**config.mk**
```make
export PLATFORM = sky130hd
export DESIGN_NAME = mc_control_fsm
export DESIGN_NICKNAME = d
export VERILOG_FILES = /design/src/rtl/mc_control_fsm.sv
export SDC_FILE = /design/constraint.sdc
export NUM_CORES = 1
export LEC_CHECK = 0
export BUFFER_PORTS_ARGS = -buffer_cell sky130_fd_sc_hd__buf_2
export CAP_MARGIN = 20
export CORE_MARGIN = 2
export CORE_UTILIZATION = 36
export CTS_CLUSTER_SIZE = 12
export DETAILED_ROUTE_END_ITERATION = 8
export PLACE_DENSITY_LB_ADDON = 0.1
export SYNTH_ARGS = -nofsm -noshare
export SYNTH_HDL_FRONTEND = slang
export SYNTH_SLANG_ARGS = --single-unit
export TNS_END_PERCENT = 20
```
**constraint.sdc**
```tcl
create_clock -name clk -period 3.25 [get_ports clk]
set_input_delay 0.65 -clock clk [delete_from_list [all_inputs] [get_ports clk]]
set_output_delay 0.65 -clock clk [all_outputs]
set_load 0.02 [all_outputs]
```
**src/rtl/mc_control_fsm.sv**
```systemverilog
// Multi-cycle MIPS main controller: sequences FETCH/DECODE/EXEC/MEM/WB and sets the immediate extender mode.
// Latency: one cycle per state; lw 5, R/I-ALU/sw 4, beq/bne/j 3 cycles, plus memory wait states.
// Backpressure: stalls in FETCH/MEM until mem_ready; halts after TIMEOUT_CYCLES+1 unready cycles (0 = wait forever).
module mc_control_fsm #(
    parameter int TIMEOUT_CYCLES = 15
) (
    input  logic       clk,
    input  logic       reset,
    input  logic [5:0] instr_op,
    input  logic [5:0] instr_funct,
    input  logic       alu_zero,
    input  logic       mem_ready,
    output logic       mem_req,
    output logic       mem_we,
    output logic       i_or_d,
    output logic       ir_we,
    output logic       pc_we,
    output logic [1:0] pc_src,
    output logic [1:0] alu_src_b,
    output logic [2:0] alu_op,
    output logic [1:0] ext_sel,
    output logic       reg_we,
    output logic       reg_dst,
    output logic       mem_to_reg,
    output logic [2:0] state,
    output logic       err_illegal,
    output logic       err_timeout
);

    typedef enum logic [2:0] {
        S_RST    = 3'd0,
        S_FETCH  = 3'd1,
        S_DECODE = 3'd2,
        S_EXEC   = 3'd3,
        S_MEM    = 3'd4,
        S_WB     = 3'd5,
        S_HALT   = 3'd6
    } state_t;

    // Instruction class latched in DECODE; I-ALU ops are split so EXEC needs no opcode.
    typedef enum logic [3:0] {
        C_RTYPE = 4'd0,
        C_LW    = 4'd1,
        C_SW    = 4'd2,
        C_BEQ   = 4'd3,
        C_BNE   = 4'd4,
        C_ADDI  = 4'd5,
        C_ADDIU = 4'd6,
        C_SLTI  = 4'd7,
        C_ANDI  = 4'd8,
        C_ORI   = 4'd9,
        C_LUI   = 4'd10,
        C_J     = 4'd11,
        C_ILL   = 4'd12
    } cls_t;

    localparam logic [2:0] ALU_ADD   = 3'b000;
    localparam logic [2:0] ALU_SUB   = 3'b001;
    localparam logic [2:0] ALU_AND   = 3'b010;
    localparam logic [2:0] ALU_OR    = 3'b011;
    localparam logic [2:0] ALU_SLT   = 3'b100;
    localparam logic [2:0] ALU_FUNCT = 3'b111;

    localparam logic [1:0] EXT_SIGN  = 2'b00;
    localparam logic [1:0] EXT_ZERO  = 2'b01;
    localparam logic [1:0] EXT_UPPER = 2'b10;

    localparam int CW = (TIMEOUT_CYCLES < 1) ? 1 : $clog2(TIMEOUT_CYCLES + 1);

    state_t          r_state;
    state_t          w_state_nxt;
    cls_t            r_cls;
    cls_t            w_dec_cls;
    logic [1:0]      r_ext_sel;
    logic [1:0]      w_dec_ext;
    logic [CW-1:0]   r_cnt;
    logic [CW-1:0]   w_cnt_nxt;
    logic            w_waiting;
    logic            w_timeout;
    logic            w_set_ill;
    logic            r_err_ill;
    logic            r_err_to;
    logic            w_unused_funct;

    // The funct field is consumed by the ALU decoder when alu_op = 111, not here.
    assign w_unused_funct = ^instr_funct;

    assign state       = r_state;
    assign err_illegal = r_err_ill;
    assign err_timeout = r_err_to;

    // Opcode to instruction class and extender mode.
    always_comb begin
        w_dec_cls = C_ILL;
        w_dec_ext = EXT_SIGN;
        case (instr_op)
            6'h00: w_dec_cls = C_RTYPE;
            6'h23: w_dec_cls = C_LW;
            6'h2B: w_dec_cls = C_SW;
            6'h04: w_dec_cls = C_BEQ;
            6'h05: w_dec_cls = C_BNE;
            6'h08: w_dec_cls = C_ADDI;
            6'h09: w_dec_cls = C_ADDIU;
            6'h0A: w_dec_cls = C_SLTI;
            6'h0C: begin w_dec_cls = C_ANDI; w_dec_ext = EXT_ZERO;  end
            6'h0D: begin w_dec_cls = C_ORI;  w_dec_ext = EXT_ZERO;  end
            6'h0F: begin w_dec_cls = C_LUI;  w_dec_ext = EXT_UPPER; end
            6'h02: w_dec_cls = C_J;
            default: w_dec_cls = C_ILL;
        endcase
    end

    // Wait-state counter: counts unready FETCH/MEM cycles; a ready on the limit cycle wins.
    always_comb begin
        w_waiting = ((r_state == S_FETCH) || (r_state == S_MEM)) && !mem_ready;
        w_timeout = (TIMEOUT_CYCLES != 0) && w_waiting && (r_cnt == CW'(TIMEOUT_CYCLES));
        w_cnt_nxt = (w_waiting && !w_timeout && (TIMEOUT_CYCLES != 0)) ? r_cnt + CW'(1) : '0;
    end

    // State register; reset aborts any instruction immediately.
    always_ff @(posedge clk or posedge reset) begin
        if (reset) begin
            r_state <= S_RST;
        end else begin
            r_state <= w_state_nxt;
        end
    end

    // Decoded class, held extender mode, wait counter and sticky error flags.
    always_ff @(posedge clk or posedge reset) begin
        if (reset) begin
            r_cls     <= C_RTYPE;
            r_ext_sel <= EXT_SIGN;
            r_cnt     <= '0;
            r_err_ill <= 1'b0;
            r_err_to  <= 1'b0;
        end else begin
            if (r_state == S_DECODE) begin
                r_cls     <= w_dec_cls;
                r_ext_sel <= w_dec_ext;
            end
            r_cnt <= w_cnt_nxt;
            if (w_set_ill) begin
                r_err_ill <= 1'b1;
            end
            if (w_timeout) begin
                r_err_to <= 1'b1;
            end
        end
    end

    // Next state and datapath controls; everything defaults to 0 so RST/HALT drive nothing.
    always_comb begin
        w_state_nxt = r_state;
        w_set_ill   = 1'b0;
        mem_req     = 1'b0;
        mem_we      = 1'b0;
        i_or_d      = 1'b0;
        ir_we       = 1'b0;
        pc_we       = 1'b0;
        pc_src      = 2'b00;
        alu_src_b   = 2'b00;
        alu_op      = ALU_ADD;
        ext_sel     = r_ext_sel;
        reg_we      = 1'b0;
        reg_dst     = 1'b0;
        mem_to_reg  = 1'b0;
        case (r_state)
            S_RST: begin
                ext_sel     = EXT_SIGN;
                w_state_nxt = S_FETCH;
            end
            S_FETCH: begin
                mem_req = 1'b1;
                if (mem_ready) begin
                    ir_we       = 1'b1;
                    pc_we       = 1'b1;
                    alu_src_b   = 2'b01;
                    alu_op      = ALU_ADD;
                    w_state_nxt = S_DECODE;
                end else if (w_timeout) begin
                    w_state_nxt = S_HALT;
                end
            end
            S_DECODE: begin
                ext_sel = w_dec_ext;
                if (w_dec_cls == C_ILL) begin
                    w_set_ill   = 1'b1;
                    w_state_nxt = S_HALT;
                end else begin
                    w_state_nxt = S_EXEC;
                end
            end
            S_EXEC: begin
                w_state_nxt = S_WB;
                case (r_cls)
                    C_RTYPE: begin alu_src_b = 2'b00; alu_op = ALU_FUNCT; end
                    C_ADDI, C_ADDIU, C_LUI: begin alu_src_b = 2'b10; alu_op = ALU_ADD; end
                    C_SLTI:  begin alu_src_b = 2'b10; alu_op = ALU_SLT; end
                    C_ANDI:  begin alu_src_b = 2'b10; alu_op = ALU_AND; end
                    C_ORI:   begin alu_src_b = 2'b10; alu_op = ALU_OR;  end
                    C_LW, C_SW: begin
                        alu_src_b   = 2'b10;
                        alu_op      = ALU_ADD;
                        w_state_nxt = S_MEM;
                    end
                    C_BEQ, C_BNE: begin
                        alu_src_b   = 2'b00;
                        alu_op      = ALU_SUB;
                        pc_src      = 2'b01;
                        pc_we       = (r_cls == C_BEQ) ? alu_zero : !alu_zero;
                        w_state_nxt = S_FETCH;
                    end
                    C_J: begin
                        pc_we       = 1'b1;
                        pc_src      = 2'b10;
                        w_state_nxt = S_FETCH;
                    end
                    default: w_state_nxt = S_HALT;
                endcase
            end
            S_MEM: begin
                mem_req = 1'b1;
                i_or_d  = 1'b1;
                mem_we  = (r_cls == C_SW);
                if (mem_ready) begin
                    w_state_nxt = (r_cls == C_SW) ? S_FETCH : S_WB;
                end else if (w_timeout) begin
                    w_state_nxt = S_HALT;
                end
            end
            S_WB: begin
                reg_we      = 1'b1;
                mem_to_reg  = (r_cls == C_LW);
                reg_dst     = (r_cls == C_RTYPE);
                w_state_nxt = S_FETCH;
            end
            S_HALT: begin
                ext_sel     = EXT_SIGN;
                w_state_nxt = S_HALT;
            end
            default: begin
                ext_sel     = EXT_SIGN;
                w_state_nxt = S_HALT;
            end
        endcase
    end

endmodule

```
== After elaboration in Yosys (flattened, before gate mapping) ==
Cells that the tools add are included.

* Latch bits: 0
* ROM bits: 0
* Output and inout bits: 22
* Flip-flop bits (word level): 15
* Memories kept: 0
* RAM bits: 0

* Muxes and demuxes: 31
* Reduce and logical (&&, ||, !) cells: 19
* Bitwise operators: 0
* Equality and inequality tests: 29
* Shift-type cells: 0
* Add/subtract/negate cells: 1
* Div/mod/pow operators: 0
* $lt $le $gt $ge: 0
* Multiply operators: 0

{| class="wikitable"
|+ Operator list
! kind !! number
|-
| $pmux 4 s12 || 1
|-
| $eq 6x4->1 const B || 6
|-
| $pmux 3 s5 || 2
|-
| $eq 4x4->1 const B || 6
|-
| $mux 3 || 6
|-
| $eq 4x3->1 const B || 4
|-
| $pmux 2 s2 || 4
|-
| $eq 6x3->1 const B || 2
|-
| $eq 6x6->1 const B || 2
|-
| $mux 1 || 12
|-
| $reduce_or 2->1 || 5
|-
| $pmux 3 s3 || 1
|-
| $eq 4x2->1 const B || 2
|-
| $reduce_or 8->1 || 1
|-
| $reduce_or 7->1 || 1
|-
| $eq 3x2->1 const B || 2
|-
| $eq 3x3->1 const B || 2
|-
| $eq 6x2->1 const B || 1
|-
| $logic_not 6->1 || 1
|-
| $add 4x1->4 const B || 1
|-
| $eq 4x1->1 const B || 1
|-
| $logic_not 4->1 || 1
|-
| $mux 2 || 2
|-
| $mux 4 || 1
|-
| other kinds (8) || 13
|}

== Depth between registers and ports, before layout ==
Gate-level depths: netlist of run 1.

* Word-level depth: 7
* Mapped depth: 5

== Worst setup path before layout of run 1 ==
Ideal clock, no wire load.

* Path type: reg2out
* Start point: reg r_state[2], in the netlist state[2]
* End point: out alu_src_b[1]
* Data arrival time: 1634 ps
* Setup slack: 966 ps
* Data required time: 2600 ps
* Cell stages (with the launch flop): 5
* Path buffers: 1
* Cells stage by stage: dfrtp_1 buf_2 nand3b_1 a21o_1 a211oi_1

* Word-level cells in the longest chain between the ends: 2
* Elaborated cells between the ends (all ways): 3
* Classes of those cells: eq/ne: 2; mux: 1

{| class="wikitable"
|+ Ends and longest elaborated chain
! element !! RTL line !! text
|-
| start: declaration || 70 || <nowiki>state_t r_state;</nowiki>
|-
| start signal: assignment || 125 || <nowiki>r_state <= w_state_nxt;</nowiki>
|-
| $eq 3x2->1 or $eq 3x1->1 (tied branches) || 168 || <nowiki>case (r_state)</nowiki>
|-
| $pmux 2 s2 (*) || 168 ||
|-
| end: declaration || 19 || <nowiki>output logic [1:0] alu_src_b,</nowiki>
|}

Mark *: on every way between the ends. The rest lies on a longest branch, timed or not.

== Worst setup path in the final report of run 1 ==
* Start point: reg r_state[0], in the netlist state[0]
* End point: out alu_src_b[1]

Same word-level chain as after synthesis.

==> flow_summary.json, run 1 <==
{
  "yosysSeqAreaShare": 0.3135,
  "grt_usage": 0.1657,
  "grtUsageMet2": 0.2556,
  "dr_total_vias": 1158,
  "total_leakage_power_uw": 0.0006018,
  "cts_root_buf": "clkbuf_4",
  "startpoint_type": "flip-flop",
  "cts_tree": "built",
  "max_slew_margin": 0.6199,
  "clock-sinks": 15,
  "start_util": 0.3859,
  "wl_um": 2832,
  "hold_ws_ns": 0.3988,
  "min_period_ns": 2.474,
  "clock_path_buffers": 2,
  "irDropWorstVdd_v": 0.0001641,
  "critical_path_class": "reg -> out",
  "synth_nets": 175,
  "max_freq_mhz": 404.2,
  "ios": 38,
  "drt_first_pass_iters": 4,
  "die_h_um": 61.67,
  "synth_top_cell_area_share": 0.3135,
  "drc": 0,
  "wl_per_cell_um": 12.64,
  "grt_pass1_vias": 1002,
  "outcome": "complete, no violations",
  "antenna_found_initial": 0,
  "grt_max_degree": 17,
  "ys_ff_latch": 15,
  "cts.clk_slew.worst_paths_ns": 0.10,
  "die_x_um": 61.67,
  "syn_inst": 158,
  "placed_cells": 220,
  "avgSynthCellArea_um2": 7.578,
  "crit_arrival_ns": 1.82,
  "final_cells": 224,
  "port_buffers": 31,
  "num_antenna_cells": 0,
  "ys_types": 41,
  "coreArea_mm2": 0.003103,
  "post-route-period-util": 0.7612,
  "syn_to_final_growth_pct": 14.52,
  "synth_ff_type": "dfrtp_1",
  "max_cap_viol_count": 0,
  "dp.final_hpwl_um": 2098,
  "rsz0062_at_grt": "no",
  "worstPathRequired_ns": 2.60,
  "cts_resized": 0,
  "endpoint_kind": "output port",
  "hold_buffers": 0,
  "rows": 20,
  "cts_made_buffers": 3,
  "path_max_fanout": 12,
  "postRouteAntennaNets": 0,
  "synthTopCellsByArea": "dfrtp_1 31%, nor2_1 9.7%, a21oi_1 3.3%",
  "htree_levels": 1,
  "viasPerCell": 5.170,
  "synth-edff-count": 0,
  "setup_viol": 0,
  "fin_skew_ns": 0.003941,
  "drt_iter0_markers": 49,
  "syn_area_mm2": 0.001197,
  "ys_warn_count": 0,
  "gp_congestion": 0.7423,
  "layout-drive-gt1-share": 0.2111,
  "grtUsageMet3": 0.03782,
  "clock_latency_ns": 0.29,
  "synthArstFlopShare": 1.000,
  "nFillCells": 339,
  "finalSetupTns_ns": 0,
  "tightest_slew_ns": 0.5695,
  "post_cts_buffers": 0,
  "powerDensity_mw_per_mm2": 427.0,
  "die_area_mm2": 0.003803,
  "nets": 198,
  "hold_viol": 0,
  "grt_pass1_wl_um": 4643,
  "grt_overflow_total": 0,
  "use_met1": 0.2291,
  "finalMaxSlewViolations": 0,
  "synth_largest_area_cell": "dfrtp_1",
  "grt-busiest-layer": "met2",
  "hold_path_class": "in -> async"
}
layout by cell type (no fill, tap or decap), drive strengths merged, types with 3 or more instances in the layout:
cell	Yosys	final
nand2	9	9
clkbuf	5	3
nand4b	4	4
xor2	4	4
a211oi	3	3
nor3	5	5
buf	8	31
inv	6	6
nand3b	3	3
nor2	31	31
o21ai	7	7
nand3	8	8
dfrtp	15	15
nand2b	5	5
or3b	4	4
a31oi	3	3
a21oi	8	8
state kept, by name, indices dropped and copies added (netlist names):
register     cells
err_timeout      1
r_ext_sel        2
err_illegal      1
state            3
r_cls            4
r_cnt            4
per-layer routing:
| layer | wire length, um | up-vias |
|---|---|---|
| met1 | 1412 | 527 |
| met4 | 21 | 0 |
| met3 | 116 | 2 |
| met5 | 0 | - |
| met2 | 1283 | 24 |
| li1 | - | 605 |
logic make-up after synthesis:
family          share of synthesized area
compound gates                     0.1965
xor+xnor                          0.04389
fa+ha+maj                         0.01045
buf+inv                           0.07210
flops                              0.3135
mux                              0.009404
simple gates                       0.3542
path summary, 6_finish.rpt:
kind                                         startpoint                  endpoint  slack, ns  cells after the start
max in group asynchronous                         reset        state[2]$_DFF_PP0_       2.48                      2
worst min-delay path                              reset   err_illegal$_DFFE_PP0P_       0.40                      2
worst min register to register  err_timeout$_DFFE_PP0P_   err_timeout$_DFFE_PP0P_       0.47                      1
worst max register to register       state[1]$_DFF_PP0_  r_ext_sel[0]$_DFFE_PP0P_       1.67                      3
min in group clk                err_timeout$_DFFE_PP0P_   err_timeout$_DFFE_PP0P_       0.47                      1
worst max-delay path                 state[0]$_DFF_PP0_              alu_src_b[1]       0.78                      4
through the flow:
step / setup slack [ns] / total power, uW / instance area (um^2) / util
CTS: 0.7716 / 591.4 / 1371 / 0.4419
floorplan: 0.9660 / 439.8 / 1197 / -
finish: 0.7760 / 585.5 / 1371 / 0.4419
global placement: 0.8636 / 476.6 / 1344 / 0.4331
detailed placement: 0.8469 / 480.1 / 1344 / 0.4331
global route: 0.6535 / 640.2 / 1371 / 0.4419
where the power goes:
group	switching, uW	internal (uW)	total, uW
clock	63.7	45.7	109
combinational	112	80.1	192
sequential	67.2	216	284
critical path: stages (launching register included):
cell      delay [ns]
dfrtp_1         0.61
nand3b_1        0.29
a21o_1          0.27
a211oi_1        0.17
buf_2           0.20
area by class of cell:
type                    count  area [um^2]  share of cell area
well taps                  44        55.05             0.04015
clock buffers               3        22.52             0.01642
multi-input cells         124        735.7              0.5365
flip-flops and latches     15        375.4              0.2737
repair buffers             31        155.1              0.1131
clock inverters             1        5.005            0.003650
inverters                   6        22.52             0.01642
Yosys cell counts (all sizes together) (3+ instances only):
cell    count
nor2       31
dfrtp      15
nand2       9
a21oi       8
buf         8
nand3       8
o21ai       7
inv         6
clkbuf      5
nand2b      5
nor3        5
nand4b      4
or3b        4
xor2        4
a211oi      3
a31oi       3
nand3b      3
(Power assumes the default switching activity.)
==> inputs of run 2 (changes only) <==
--- a/config.mk
+++ b/config.mk
@@ -5,6 +5,7 @@
 export SDC_FILE = /design/constraint.sdc
 export NUM_CORES = 1
 export LEC_CHECK = 0
+export ABC_AREA = 1
 export BUFFER_PORTS_ARGS = -buffer_cell sky130_fd_sc_hd__buf_2
 export CAP_MARGIN = 20
 export CORE_MARGIN = 2
==> constraint.sdc (replaced) <==
create_clock -name clk -period 2.5 [get_ports clk]
set_input_delay 0.5 -clock clk [delete_from_list [all_inputs] [get_ports clk]]
set_output_delay 0.5 -clock clk [all_outputs]
set_load 0.02 [all_outputs]
==> run 2 against run 1 <==
Compared with the run above:
- core utilization is 1.3 points higher
- highest routed layer unchanged
- routed wire length down 7.4%
- combinational power down 79%
- largest power group unchanged
==> flow_summary.json, run 2 <==
{
  "dp_slack_ns": 0.5322,
  "finalSetupTns_ns": 0,
  "coreArea_mm2": 0.003103,
  "yosysSeqAreaShare": 0.3145,
  "total_leakage_power_uw": 0.0007977,
  "port_buffers": 31,
  "start_util": 0.3847,
  "cts_tree": "built",
  "synth_common_cells": "47 x nand2_1, 33 x nor2_1, 30 x inv_1",
  "wl_per_cell_um": 9.784,
  "path_max_fanout": 12,
  "ys_types": 26,
  "rows": 20,
  "drc": 0,
  "grt_pass1_wl_um": 4505,
  "critical_path_class": "reg -> out",
  "irDropWorstVdd_v": 0.0001526,
  "die_area_mm2": 0.003792,
  "tightest_slew_ns": 0.5701,
  "drt_first_pass_iters": 4,
  "crit_slowest_cell": "dfrtp_1",
  "fin_area_mm2": 0.001413,
  "max_slew_margin": 0.6195,
  "grt_max_degree": 16,
  "synth_ff_type": "dfrtp_1",
  "nFillCells": 354,
  "clock_latency_ns": 0.28,
  "avgSynthCellArea_um2": 6.249,
  "powerDensity_mw_per_mm2": 298.5,
  "worstPathCellList": "nor2_1 > nand2_1 > inv_1 > nand4_1 > o21ai_0 > buf_2",
  "hold_path_class": "in -> async",
  "wl_um": 2622,
  "grt_usage": 0.1591,
  "die_h_um": 61.58,
  "antenna_found_initial": 0,
  "synth-edff-count": 0,
  "num_antenna_cells": 0,
  "dp.final_hpwl_um": 2171,
  "synthTopCellsByArea": "dfrtp_1 31%, nand2_1 15%, nor2_1 10%",
  "yosysMostFrequentCell": "nand2_1",
  "drt_iter0_markers": 50,
  "cts.clk_slew.worst_paths_ns": 0.09,
  "min_period_ns": 2.278,
  "synth_top_cell_area_share": 0.3145,
  "mostFrequentLayoutCells": "47 x nand2_1, 33 x nor2_1, 31 x buf_2",
  "post-route-period-util": 0.9113,
  "slowest_delay_ns": 0.50,
  "post_cts_buffers": 0,
  "viasPerCell": 4.713,
  "syn_to_final_growth_pct": 18.34,
  "cts_root_buf": "clkbuf_4",
  "synthArstFlopShare": 1.000,
  "clock-sinks": 15,
  "outcome": "complete, no violations",
  "htree_levels": 1,
  "die_x_um": 61.58,
  "gp_congestion": 0.8404,
  "nets": 242,
  "ios": 38,
  "cts_made_buffers": 3,
  "max_freq_mhz": 438.9,
  "place_area_mm2": 0.001385,
  "layout_setup_ws_ns": 0.2218,
  "layout-drive-gt1-share": 0.2054,
  "fin_skew_ns": 0.001243,
  "finalMaxSlewViolations": 0,
  "dr_total_vias": 1263,
  "final_common_cell": "nand2_1",
  "clock_path_buffers": 2,
  "hold_viol": 0,
  "grt_pass1_vias": 1100,
  "hold_buffers": 0,
  "grt_overflow_total": 0,
  "worstPathRequired_ns": 2.00,
  "cts_resized": 0,
  "endpoint_kind": "output port",
  "syn_inst": 191,
  "crit_arrival_ns": 1.78,
  "synth_nets": 208,
  "ys_ff_latch": 15,
  "syn_area_mm2": 0.001194,
  "synth_largest_area_cell": "dfrtp_1",
  "postRouteAntennaNets": 0,
  "ys_warn_count": 0,
  "startpoint_type": "flip-flop",
  "max_cap_viol_count": 0,
  "setup_viol": 0,
  "rsz0062_at_grt": "no"
}
-- run 2: layout make-up --
| cell class | instances | area, um^2 | share of cell area |
|---|---|---|---|
| inverters | 34 | 127.6 | 0.09035 |
| repair buffers | 31 | 155.1 | 0.1098 |
| multi-input cells | 140 | 671.9 | 0.4756 |
| clock buffers | 3 | 22.52 | 0.01594 |
| clock inverters | 1 | 5.005 | 0.003543 |
| flip-flops and latches | 15 | 375.4 | 0.2657 |
| well taps | 44 | 55.05 | 0.03897 |
-- run 2: final timing paths --
path / startpoint / end / slack, ns / depth (start not counted)
min in group clk: err_timeout$_DFFE_PP0P_ / err_timeout$_DFFE_PP0P_ / 0.46 / 2
max in group asynchronous: reset / state[1]$_DFF_PP0_ / 1.87 / 2
hold / removal: reset / r_ext_sel[1]$_DFFE_PP0P_ / 0.26 / 2
setup reg to reg: state[2]$_DFF_PP0_ / r_ext_sel[1]$_DFFE_PP0P_ / 1.10 / 5
setup / recovery: state[2]$_DFF_PP0_ / ext_sel[0] / 0.22 / 6
hold reg to reg: err_timeout$_DFFE_PP0P_ / err_timeout$_DFFE_PP0P_ / 0.46 / 2
-- run 2: where the power goes --
group          total, uW  internal, uW  switching (uW)
Combinational       40.6          12.6            28.0
Sequential           242           242               0
Clock                139          59.4            79.3
Total                422           314             107
-- run 2: logic make-up (layout without fill, tap and decap cells) --
group,after synthesis,in the layout,synth area share
AND/OR/NAND/NOR,116,116,0.4361
buffers and inverters,36,69,0.1226
AO/OA/AOI/OAI,21,21,0.1017
flip-flops,15,15,0.3145
XOR/XNOR,2,2,0.01468
adder cells (fa/ha/maj),1,1,0.01048
-- run 2: through the flow --
step,total power (uW),hold WS (ns),instances,util
after floorplan,271.5,0.4015,191,-
after global routing,449.7,0.2929,268,0.4552
after CTS,428.1,0.2755,268,0.4552
after detailed placement,288.3,0.4469,264,0.4464
final,421.7,0.2575,268,0.4552
after global placement,287.3,0.4416,264,0.4464
-- run 2: per-layer routing --
metal  track usage  part of all wire  vias up
met5             0                 0        -
met1        0.2103              0.48      569
li1              -                 -      670
met2        0.2677              0.47       22
met4       0.02736            0.0050        0
met3       0.03782             0.037        2
-- run 2: worst max-delay path, delay by kind of cell, from the launching register on --
kind / cells / cell delay, ns
simple gates: 3 / 0.46
flops: 1 / 0.50
buf+inv: 2 / 0.44
compound gates: 1 / 0.10
